<file path="src/rtl/flag_update_ctrl.sv">
// Sequencer between decoder, ALU and status-flag register: issues one ALU op,
// waits for completion (with timeout), commits masked ZCSO flags, evaluates branch conditions.
module flag_update_ctrl #(
    parameter int unsigned TIMEOUT = 16,
    parameter int unsigned CNT_W   = 8
) (
    input  logic       clk,
    input  logic       rst_n,
    input  logic       req_valid,
    input  logic [4:0] req_op,
    output logic       req_ready,
    output logic       alu_start,
    output logic [4:0] alu_op,
    input  logic       alu_done,
    input  logic       alu_z,
    input  logic       alu_c,
    input  logic       alu_s,
    input  logic       alu_o,
    output logic [3:0] zcso,
    output logic [3:0] flag_mask,
    output logic       flags_we,
    output logic       busy,
    output logic       timeout_err,
    input  logic [2:0] cond_sel,
    output logic       cond_true
);

    localparam int unsigned OP_W   = 5;
    localparam int unsigned FLAG_W = 4;

    localparam logic [CNT_W-1:0] CNT_LAST = CNT_W'(TIMEOUT - 1);

    typedef enum logic [1:0] {
        IDLE,
        ISSUE,
        WAIT,
        COMMIT
    } state_t;

    state_t             state;
    logic [CNT_W-1:0]   counter;
    logic [FLAG_W-1:0]  alu_flags;

    assign alu_flags = {alu_o, alu_s, alu_c, alu_z};

    // Per-opcode flag update mask, bit order {O,S,C,Z}
    function automatic logic [FLAG_W-1:0] mask_decode(input logic [OP_W-1:0] op);
        logic [FLAG_W-1:0] m;
        m = '0;
        case (op)
            5'b01000, 5'b01001:                     m = 4'b0111;
            5'b00000, 5'b00001, 5'b00011,
            5'b00100, 5'b00101, 5'b00110:           m = 4'b1111;
            5'b10001, 5'b10010:                     m = 4'b0101;
            default: begin
                if (op >= 5'b10100 && op <= 5'b11110) begin
                    m = 4'b0101;
                end
            end
        endcase
        return m;
    endfunction

    always_ff @(posedge clk) begin
        if (!rst_n) begin
            state       <= IDLE;
            counter     <= '0;
            zcso        <= '0;
            flag_mask   <= '0;
            alu_op      <= '0;
            alu_start   <= 1'b0;
            flags_we    <= 1'b0;
            busy        <= 1'b0;
            req_ready   <= 1'b1;
            timeout_err <= 1'b0;
        end else begin
            alu_start <= 1'b0;
            flags_we  <= 1'b0;
            case (state)
                IDLE: begin
                    if (req_valid) begin
                        alu_op      <= req_op;
                        flag_mask   <= mask_decode(req_op);
                        timeout_err <= 1'b0;
                        alu_start   <= 1'b1;
                        busy        <= 1'b1;
                        req_ready   <= 1'b0;
                        state       <= ISSUE;
                    end
                end
                ISSUE: begin
                    counter <= '0;
                    state   <= WAIT;
                end
                WAIT: begin
                    // A completion on the last allowed cycle beats the timeout
                    if (alu_done) begin
                        zcso     <= (zcso & ~flag_mask) | (alu_flags & flag_mask);
                        flags_we <= |flag_mask;
                        state    <= COMMIT;
                    end else if (counter == CNT_LAST) begin
                        timeout_err <= 1'b1;
                        busy        <= 1'b0;
                        req_ready   <= 1'b1;
                        state       <= IDLE;
                    end else begin
                        counter <= counter + CNT_W'(1);
                    end
                end
                COMMIT: begin
                    busy      <= 1'b0;
                    req_ready <= 1'b1;
                    state     <= IDLE;
                end
                default: begin
                    busy      <= 1'b0;
                    req_ready <= 1'b1;
                    state     <= IDLE;
                end
            endcase
        end
    end

    // Branch condition from committed flags, zcso = {O,S,C,Z}
    always_comb begin
        cond_true = 1'b0;
        case (cond_sel)
            3'd0:    cond_true = 1'b1;
            3'd1:    cond_true = zcso[0];
            3'd2:    cond_true = ~zcso[0];
            3'd3:    cond_true = zcso[1];
            3'd4:    cond_true = zcso[2];
            3'd5:    cond_true = zcso[3];
            3'd6:    cond_true = ~zcso[2] & ~zcso[0];
            3'd7:    cond_true = zcso[2] | zcso[0];
            default: cond_true = 1'b0;
        endcase
    end

endmodule

</file>
<file path="config.mk">
export PLATFORM = sky130hd
export DESIGN_NAME = flag_update_ctrl
export DESIGN_NICKNAME = d
export VERILOG_FILES = /design/src/rtl/flag_update_ctrl.sv
export SDC_FILE = /design/constraint.sdc
export NUM_CORES = 1
export LEC_CHECK = 0
export ABC_AREA = 1
export CORE_AREA = 5 5 71 73
export DETAILED_ROUTE_END_ITERATION = 12
export DIE_AREA = 0 0 76 78
export DONT_BUFFER_PORTS = 1
export GPL_TIMING_DRIVEN = 0
export PLACE_DENSITY = 0.53
export REMOVE_ABC_BUFFERS = 1
export SLEW_MARGIN = 20
export SYNTH_ARGS = -nofsm -noshare
export SYNTH_HDL_FRONTEND = slang
export SYNTH_SLANG_ARGS = --single-unit
</file>
<file path="constraint.sdc">
create_clock -name clk -period 1.3 [get_ports clk]
set_clock_uncertainty 0.1 [all_clocks]
set_input_delay 0.26 -clock clk [delete_from_list [all_inputs] [get_ports clk]]
set_output_delay 0.26 -clock clk [all_outputs]
set_load 0.005 [all_outputs]
</file>
==> results.txt, run 1 <==
# setup viols final -> 17
Cell Chain, Critical Path -> inv_2 > buf_4 > nor2_1 > a211oi_1 > a21oi_2
Sequential cell area -> 557 µm²
status -> finished with violations
port buffer count -> 0
max_cap viols -> 0
Arr. time, crit path -> 1.09 ns
largest net degree at the start of global routing -> 16
CP required -> 0.94 ns
CP Depth -> 5
drt total wl -> 3530 µm
met2 Usage GRT -> 0.206
Post-Syn Area per Cell -> 6.95 µm²
CTS Buf Count -> 3
crit end category -> output port
max incr delay on CP -> 0.34 ns
grt ovf -> 0
# fillers -> 442
violated checks -> setup timing
pre-CTS setup slack -> -0.194 ns
crit-path leading delay family -> flip-flops
Post-Syn Area -> 0.00138 mm²
Clock power frac -> 0.201
Initial Util -> 0.322
Syn. warnings -> 0
Placeable Area -> 0.00429 mm²
met1 Track Usage GR -> 0.140
vias in the first global route -> 1326
DP HPWL -> 2320 µm
Seq pwr share -> 0.431
CTS root buf -> clkbuf_8
synthesis-to-layout area growth -> 33.8%
Sw Share -> 0.353
antenna violations before repair -> 0
Leak Pwr -> 0.000737 µW
hold crit path type -> in -> reg
number of cells on the worst reg-to-reg path -> 9
gr usage total -> 0.120
worst-path maximum fanout -> 2
# IOs -> 35
sequential area share after synthesis -> 0.391
Cell Pwr Density -> 1300 mW/mm²
via count -> 1332
vias per inst -> 4.90
H-tree Lvls -> 1
commonest non-fill, non-tap cell in the layout -> nand2_1
headroom to the max-slew limit -> 0.559
most frequent cells in the layout -> nand2_1 (50), inv_1 (19), dfxtp_1 (18)
die span in y -> 78 µm
synth unique cells -> 30
Die ar. -> 0.00593 mm²
Iter 0 DRT Violations -> 54
fin nets -> 238
routability congestion estimate -> 0.771
minimum clock period -> 1.45 ns
1st-pass router iterations -> 4
Worst-Skew Late Latency -> 0.27 ns
Clock Sinks -> 27
fraction of layout cells with a size suffix above 1 -> 0.341
flops & latches, synth -> 27
fin util -> 0.431
Final Worst Setup Slack -> -0.150 ns
Synth Instances -> 199
TritonCTS clock tree -> yes
Routed Antenna Nets -> 0
final period utilization -> 1.12
Die X -> 76 µm
Fin Setup TNS -> -1.40 ns
Slew @ Worst Pin -> 0.661 ns
WP buf/inv -> 2
Int Pwr -> 1560 µW
Logic pwr share -> 0.368
Slew Limit Fails -> 0
Core Rows -> 24
Switch Pwr -> 851 µW
DP Cell Count -> 248
final instance count without filler cells -> 272
Remaining DRCs -> 0
final hold violations -> 0
antenna cells -> 0
Clock Path Buffers -> 2
Clock transition at path regs -> 0.10 ns
area of the multi-input gates -> 885 µm²
global-route wire length before repair -> 6020 µm
met3 Usage GRT -> 0.0359
RSZ-0062 raised after global routing -> true
Peak VDD IR -> 543 µV
CP max stage cell -> dfxtp_2
WHS Path Cells -> 2
routed len/inst -> 13.0 µm
Setup Crit Path Kind -> reg -> out
Startpoint Class -> flip-flop
achievable frequency -> 690 MHz
grt peak-use layer -> met2
[worst register-to-register path: stages (launching register included)]
cell	delay, ns
dfxtp_4	0.37
ha_4	0.17
nand2_4	0.08
nor2_4	0.04
nand3_4	0.12
nand2_4	0.08
nor2_4	0.18
nand2_1	0.07
nand2_1	0.06
nor2_1	0.04
[cell type report]
type / count / area share
timing repair buffer: 20 / 0.105
tap: 52 / 0.0352
sequential: 27 / 0.301
inverter: 24 / 0.0568
clock buffer: 4 / 0.0243
multi-input combinational: 145 / 0.478
[per-stage QoR]
| stage | hold WS [ns] | power, µW | cell area [µm²] |
|---|---|---|---|
| global route | 0.00545 | 2580 | 1850 |
| detailed placement | 0.271 | 1570 | 1430 |
| floorplan | 0.258 | 1450 | 1370 |
| global placement | 0.264 | 1560 | 1430 |
| CTS | 0.00374 | 2330 | 1730 |
| finish | 0.00662 | 2410 | 1850 |
[power by group through the flow]
stage               Clock (µW)  Sequential (µW)  Combinational, µW
floorplan                    0             1000                442
global placement             0             1030                536
detailed placement           0             1030                541
CTS                        493             1030                807
global route               542             1050                985
finish                     484             1040                886
[cell usage after synthesis, drive strengths merged]
cell type | n | area [µm²]
nand4 | 4 | 25.0
ha | 1 | 12.5
inv | 23 | 88.8
and3 | 1 | 6.26
nand2 | 62 | 265
clkinv | 1 | 5.00
buf | 2 | 12.5
dfxtp | 27 | 541
nand3 | 16 | 97.6
o21ai | 9 | 45.0
o31ai | 1 | 7.51
nor3 | 6 | 35.0
o21bai | 1 | 7.51
xor2 | 1 | 8.76
or2 | 1 | 6.26
clkbuf | 1 | 3.75
a211oi | 1 | 7.51
a21oi | 17 | 85.1
nor2 | 24 | 123
[per-layer routing]
layer / routed length (µm) / vias to the layer above / share of wire
met5: 0 / - / 0
met4: 51 / 0 / 0.014
met3: 198 / 6 / 0.056
met2: 1810 / 25 / 0.51
met1: 1470 / 616 / 0.42
li1: - / 685 / -
[logic make-up (layout without fill, tap and decap cells)]
group	after synthesis	after routing	share of synthesized area
and+or+nand+nor	114	114	0.404
AOI/OAI and AO/OA	29	29	0.110
DFF	27	27	0.391
buffers and inverters	27	48	0.0796
adders and majority gates	1	1	0.00905
xor gates and xnor gates	1	1	0.00634
[path summary, 6_finish.rpt]
kind	end	slack, ns	startpoint
max	cond_true	-0.15	flip-flop
min	busy$_SDFFE_PN0P_	0.007	rst_n
max reg2reg	counter[1]$_SDFFE_PN0P_	-0.14	counter[0]$_SDFFE_PN0P_
min reg2reg	busy$_SDFFE_PN0P_	0.39	busy$_SDFFE_PN0P_
[what timing repair did]
action,CTS,global route
setup endpoints to repair,22,26
resized for setup,37,24
endpoints found under the hold margin,5,0
gates cloned,0,0
buffers inserted,13,5
hold buffers,2,0
pin swaps,15,20
Power figures use the tool's default switching activity.
==> inputs of run 2 (changes only) <==
- CORE_AREA: 5 5 71 73 -> 5 5 57 59
- DIE_AREA: 0 0 76 78 -> 0 0 62 64
- PLACE_DENSITY: 0.53 -> 0.75
==> run 2 against run 1 <==
- critical path depth shrank 1
- non-clock buffer count grew 12
- sequential cell count is the same
- maximum frequency shrank 11%
- count of clock-buffer cells in the layout is the same
- the run still ends with setup timing left
- core utilization grew 33 points
- combinational power grew 25%
- critical endpoint unchanged
- sequential power is essentially flat
==> results.txt, run 2 (synthesis gave the netlist of run 1 again) <==
# IOs -> 35 (unchanged)
Slew Limit Fails -> 0 (unchanged)
CP max stage cell -> dfxtp_2
metal2 WL -> 2620 µm (+45%)
fin util -> 0.757 (+0.326)
Clock Path Buffers -> 2 (unchanged)
Core Rows -> 19 (-21%)
minimum clock period -> 1.63 ns (+0.175 ns)
pre-CTS setup slack -> -0.200 ns (-0.00575 ns)
max_cap viols -> 0 (unchanged)
worst-path maximum fanout -> 3 (+1)
vias per inst -> 5.97 (+22%)
antenna violations before repair -> 0 (unchanged)
routed len/inst -> 19.1 µm (+47%)
antenna cells -> 0 (unchanged)
final hold violations -> 0 (unchanged)
Clock Sinks -> 27 (unchanged)
crit-path leading delay family -> compound AO/OA/AOI/OAI gates
via count -> 1569 (+18%)
Fin Setup TNS -> -2.79 ns (-1.40 ns)
violated checks -> setup timing
Remaining DRCs -> 0 (unchanged)
routability congestion estimate -> 0.745 (-3.3%)
largest net degree at the start of global routing -> 16 (unchanged)
vias in the first global route -> 1398 (+5.4%)
commonest non-fill, non-tap cell in the layout -> nand2_1
Cell Pwr Density -> 1270 mW/mm² (-2.8%)
global-route wire length before repair -> 6170 µm (+2.5%)
headroom to the max-slew limit -> 0.560 (+0.000962)
H-tree Lvls -> 1 (unchanged)
DP HPWL -> 2320 µm (-0.34%)
# setup viols final -> 23 (+6)
final period utilization -> 1.25 (+0.135)
Clock transition at path regs -> 0.15 ns (+0.05 ns)
Iter 0 DRT Violations -> 90 (+67%)
Die X -> 62 µm (-18%)
RSZ-0062 raised after global routing -> true
Routed Antenna Nets -> 0 (unchanged)
Arr. time, crit path -> 1.27 ns (+0.18 ns)
Worst-Skew Late Latency -> 0.35 ns (+0.08 ns)
achievable frequency -> 615 MHz (-11%)
Peak VDD IR -> 1010 µV (+85%)
synthesis-to-layout area growth -> 45.7%
drt total wl -> 5020 µm (+42%)
WHS -> 0.0683 ns (+0.0617 ns)
TritonCTS clock tree -> yes
CP required -> 0.94 ns (about the same)
1st-pass router iterations -> 4 (unchanged)
gr usage total -> 0.205 (+0.0852)
WL met1 -> 1820 µm (+24%)
CP Depth -> 4 (-1)
Placeable Area -> 0.00266 mm² (-38%)
die span in y -> 64 µm (-18%)
Slew @ Worst Pin -> 0.660 ns (-0.00144 ns)
CTS Buf Count -> 3 (unchanged)
most frequent cells in the layout -> nand2_1 (47), inv_1 (17), dfxtp_1 (15)
port buffer count -> 0 (unchanged)
Startpoint Class -> flip-flop
metal3 WL -> 355 µm (+79%)
max incr delay on CP -> 0.38 ns (+0.04 ns)
WHS Path Cells -> 2 (unchanged)
WP buf/inv -> 1 (-1)
crit end category -> output port
Leak Pwr -> 0.000783 µW (+6.2%)
Initial Util -> 0.519 (+0.197)
fin nets -> 250 (+5.0%)
hold crit path type -> in -> reg
Highest Signal Layer -> met4
grt ovf -> 0 (unchanged)
CTS root buf -> clkbuf_4
Cell Chain, Critical Path -> inv_2 > nor2_2 > o31ai_2 > a21oi_2
# fillers -> 167 (-62%)
Setup Crit Path Kind -> reg -> out
Final Worst Setup Slack -> -0.326 ns (-0.175 ns)
number of cells on the worst reg-to-reg path -> 9 (unchanged)
fraction of layout cells with a size suffix above 1 -> 0.431 (+0.0901)
status -> finished with violations
Die ar. -> 0.00397 mm² (-33%)
[run 2: where the power goes]
group	total (µW)	switching [µW]	internal (µW)
clock network	390	268	121
logic	1110	619	493
registers	1050	114	934
total	2550	1000	1550
[run 2: path summary, 6_finish.rpt]
kind                           startpoint                      end  slack, ns
hold / removal                  req_op[3]   alu_op[3]$_SDFFE_PN0P_       0.07
setup reg to reg  counter[0]$_SDFFE_PN0P_  counter[1]$_SDFFE_PN0P_      -0.17
hold reg to reg   counter[7]$_SDFFE_PN0P_  counter[7]$_SDFFE_PN0P_       0.39
setup / recovery                flip-flop                cond_true      -0.33
[run 2: metrics by stage]
| step | cells | area [µm²] | total power [µW] |
|---|---|---|---|
| floorplan | 196 | 1370 | 1450 |
| global placement | 227 | 1410 | 1530 |
| detailed placement | 227 | 1410 | 1560 |
| CTS | 251 | 1750 | 2230 |
| global route | 263 | 2010 | 2680 |
| finish | 263 | 2010 | 2550 |
[run 2: layout make-up]
type	instances	area [µm²]	area share
Clock buffer	4	26.3	0.0130
Multi-Input combinational cell	145	970	0.481
Tap cell	31	38.8	0.0193
Timing Repair Buffer	32	314	0.156
Inverter	24	108	0.0534
Sequential cell	27	558	0.277
[run 2: worst reg2reg max path: stages, from the launching register on]
cell	delay, ns
dfxtp_2	0.37
ha_4	0.17
nand2_4	0.09
nor2_4	0.05
nand3_4	0.12
nand2_4	0.09
nor2_4	0.17
nand2_1	0.09
nand2_1	0.08
nor2_1	0.04
[run 2: what timing repair did]
action / CTS / global route
pin swaps: 14 / 23
gates cloned: 0 / 0
setup buffers: 13 / 8
resized for setup: 41 / 50
hold endpoints to repair: 13 / 4
endpoints found under the setup margin: 22 / 23
hold buffers: 7 / 4
[run 2: routing by layer]
| metal | vias up | track usage |
|---|---|---|
| met5 | - | 0 |
| met4 | 0 | 0.0875 |
| met3 | 23 | 0.0523 |
| met2 | 84 | 0.369 |
| met1 | 753 | 0.216 |
| li1 | 709 | - |
==> inputs of run 3 (changes only) <==
- SETUP_SLACK_MARGIN: default -> 0.3
==> run 3 against run 2 <==
- the run ends with hold timing, setup timing left
- global-route usage up 1.9 points
- core utilization up 8.4 points
- final cell count up 4.2%
- non-clock buffer count up 11
- first-iteration DRC count up 63%
- maximum frequency down 4.4%
- routed wire length up 26%
- sequential cell count unchanged
- worst hold slack worse by 0.11 ns
- total power up 15%
- critical endpoint unchanged
- highest routed layer unchanged
==> results.txt, run 3 (synthesis gave the netlist of run 1 again) <==
status -> finished with violations
violated checks -> hold timing, setup timing
Initial Util -> 0.519 (unchanged)
design area -> 0.00224 mm² (+11%)
vias in the first global route -> 1557 (+11%)
CTS root buf -> clkbuf_4
RSZ-0062 raised after global routing -> true
Placeable Area -> 0.00266 mm² (unchanged)
Die X -> 62 µm (unchanged)
Remaining DRCs -> 0 (unchanged)
RR Startpoint -> counter[1]$_SDFFE_PN0P_
grt ovf -> 0 (unchanged)
CTS Buf Count -> 3 (unchanged)
Seq pwr share -> 0.366 (-0.045)
global-route wire length before repair -> 6740 µm (+9.3%)
final period utilization -> 1.31 (+0.0578)
Placed Area -> 0.00141 mm² (unchanged)
synthesis-to-layout area growth -> 61.9%
Setup Crit Path Kind -> reg -> out
die span in y -> 64 µm (unchanged)
hold crit path type -> in -> reg
Leak Pwr -> 0.000889 µW (+14%)
Peak VDD IR -> 1530 µV (+52%)
worst-path maximum fanout -> 3 (unchanged)
CP required -> 0.94 ns (about the same)
headroom to the max-slew limit -> 0.473 (-0.0865)
pre-CTS setup slack -> -0.200 ns (unchanged)
Int Pwr -> 1740 µW (+12%)
gr usage total -> 0.225 (+0.0191)
Slew @ Worst Pin -> 0.789 ns (+0.130 ns)
routability congestion estimate -> 0.745 (unchanged)
1st-pass router iterations -> 5 (+1)
hold path start -> req_op[4]
Iter 0 DRT Violations -> 147 (+63%)
TritonCTS clock tree -> yes
minimum clock period -> 1.70 ns (+0.0751 ns)
fin nets -> 261 (+4.4%)
via count -> 1706 (+8.7%)
Startpoint Class -> flip-flop
Core Rows -> 19 (unchanged)
# IOs -> 35 (unchanged)
Worst-Skew Late Latency -> 0.37 ns (+0.02 ns)
Die ar. -> 0.00397 mm² (unchanged)
drt total wl -> 6310 µm (+26%)
Arr. time, crit path -> 1.34 ns (+0.07 ns)
DP Cell Count -> 227 (unchanged)
Slew Limit Fails -> 0 (unchanged)
Routed Antenna Nets -> 0 (unchanged)
final hold violations -> 2 (+2)
fraction of layout cells with a size suffix above 1 -> 0.588 (+0.157)
H-tree Lvls -> 1 (unchanged)
Switch Pwr -> 1190 µW (+19%)
Sw Share -> 0.407 (+0.0139)
port buffer count -> 0 (unchanged)
WHS -> -0.0396 ns (-0.108 ns)
most frequent cells in the layout -> nand2_1 (37), dfxtp_2 (22), inv_1 (17), buf_6 (17), nand2_2 (15)
vias per inst -> 6.23 (+4.4%)
DP HPWL -> 2320 µm (unchanged)
# setup viols final -> 28 (+22%)
Clock transition at path regs -> 0.18 ns (+0.03 ns)
Clock power frac -> 0.142 (-0.011)
crit end category -> output port
achievable frequency -> 588 MHz (-4.4%)
fin util -> 0.841 (+0.0841)
Clock Path Buffers -> 2 (unchanged)
Logic pwr share -> 0.493 (+0.057)
Final Worst Setup Slack -> -0.401 ns (-0.0751 ns)
Cell Pwr Density -> 1310 mW/mm² (+3.5%)
max_cap viols -> 0 (unchanged)
Clock Sinks -> 27 (unchanged)
commonest non-fill, non-tap cell in the layout -> nand2_1
antenna cells -> 0 (unchanged)
routed len/inst -> 23.0 µm (+21%)
final instance count without filler cells -> 274 (+4.2%)
antenna violations before repair -> 0 (unchanged)
largest net degree at the start of global routing -> 16 (unchanged)
-- run 3: cell types whose count changed in the layout (fill, tap and decap cells not counted), sizes merged --
cell / previous run / this run
dlygate4sd3: 11 / 10
buf: 21 / 33
-- run 3: worst max-delay path: stages (launching register included) --
cell and delay [ns]:
dfxtp_2 0.40, inv_2 0.08, nor2_2 0.04, o31ai_2 0.33
a21oi_2 0.12
-- run 3: layout make-up --
| type | count | area (µm²) |
|---|---|---|
| clock buffers | 4 | 26.3 |
| fillers | 123 | 424 |
| inverters | 24 | 108 |
| multi-input cells | 145 | 1030 |
| flip-flops and latches | 27 | 587 |
| well taps | 31 | 38.8 |
| repair buffers | 43 | 449 |
-- run 3: power groups by stage --
stage	combinational (µW)	clock, µW	sequential [µW]
floorplan	442	0	1000
global placement	512	0	1020
detailed placement	535	0	1020
CTS	914	361	1040
global route	1520	442	1080
finish	1440	415	1070
-- run 3: through the flow --
stage	TNS [ns]	power, µW	hold slack, ns
final	-4.31	2930	-0.0396
after floorplan	-0.324	1450	0.258
after global placement	-1.44	1530	0.263
after detailed placement	-2.03	1560	0.264
after CTS	-1.07	2320	-0.0309
after global routing	-5.74	3040	-0.0474
-- run 3: routing by layer --
metal  vias to the layer above  wire [µm]  GRT usage
met2                       123       3010      0.382
met1                       806       2220      0.220
li1                        727          -          -
met3                        50        587     0.0684
met5                         -          0          0
met4                         0        490      0.159
-- run 3: final timing paths --
check,endpoint,slack [ns],cells past startpoint
worst max-delay path,cond_true,-0.40,4
worst min-delay path,flag_mask[1]$_SDFFE_PN0P_,-0.04,3
worst max register to register,timeout_err$_SDFFE_PN0P_,-0.30,9
worst min register to register,counter[7]$_SDFFE_PN0P_,0.39,2
-- run 3: what timing repair did --
item / 4_1_cts / 5_1_grt
endpoints found under the setup margin: 46 / 46
resized for setup: 77 / 61
setup buffers: 17 / 16
hold buffers: 8 / 2
endpoints found under the hold margin: 14 / 4
pin swaps: 20 / 31
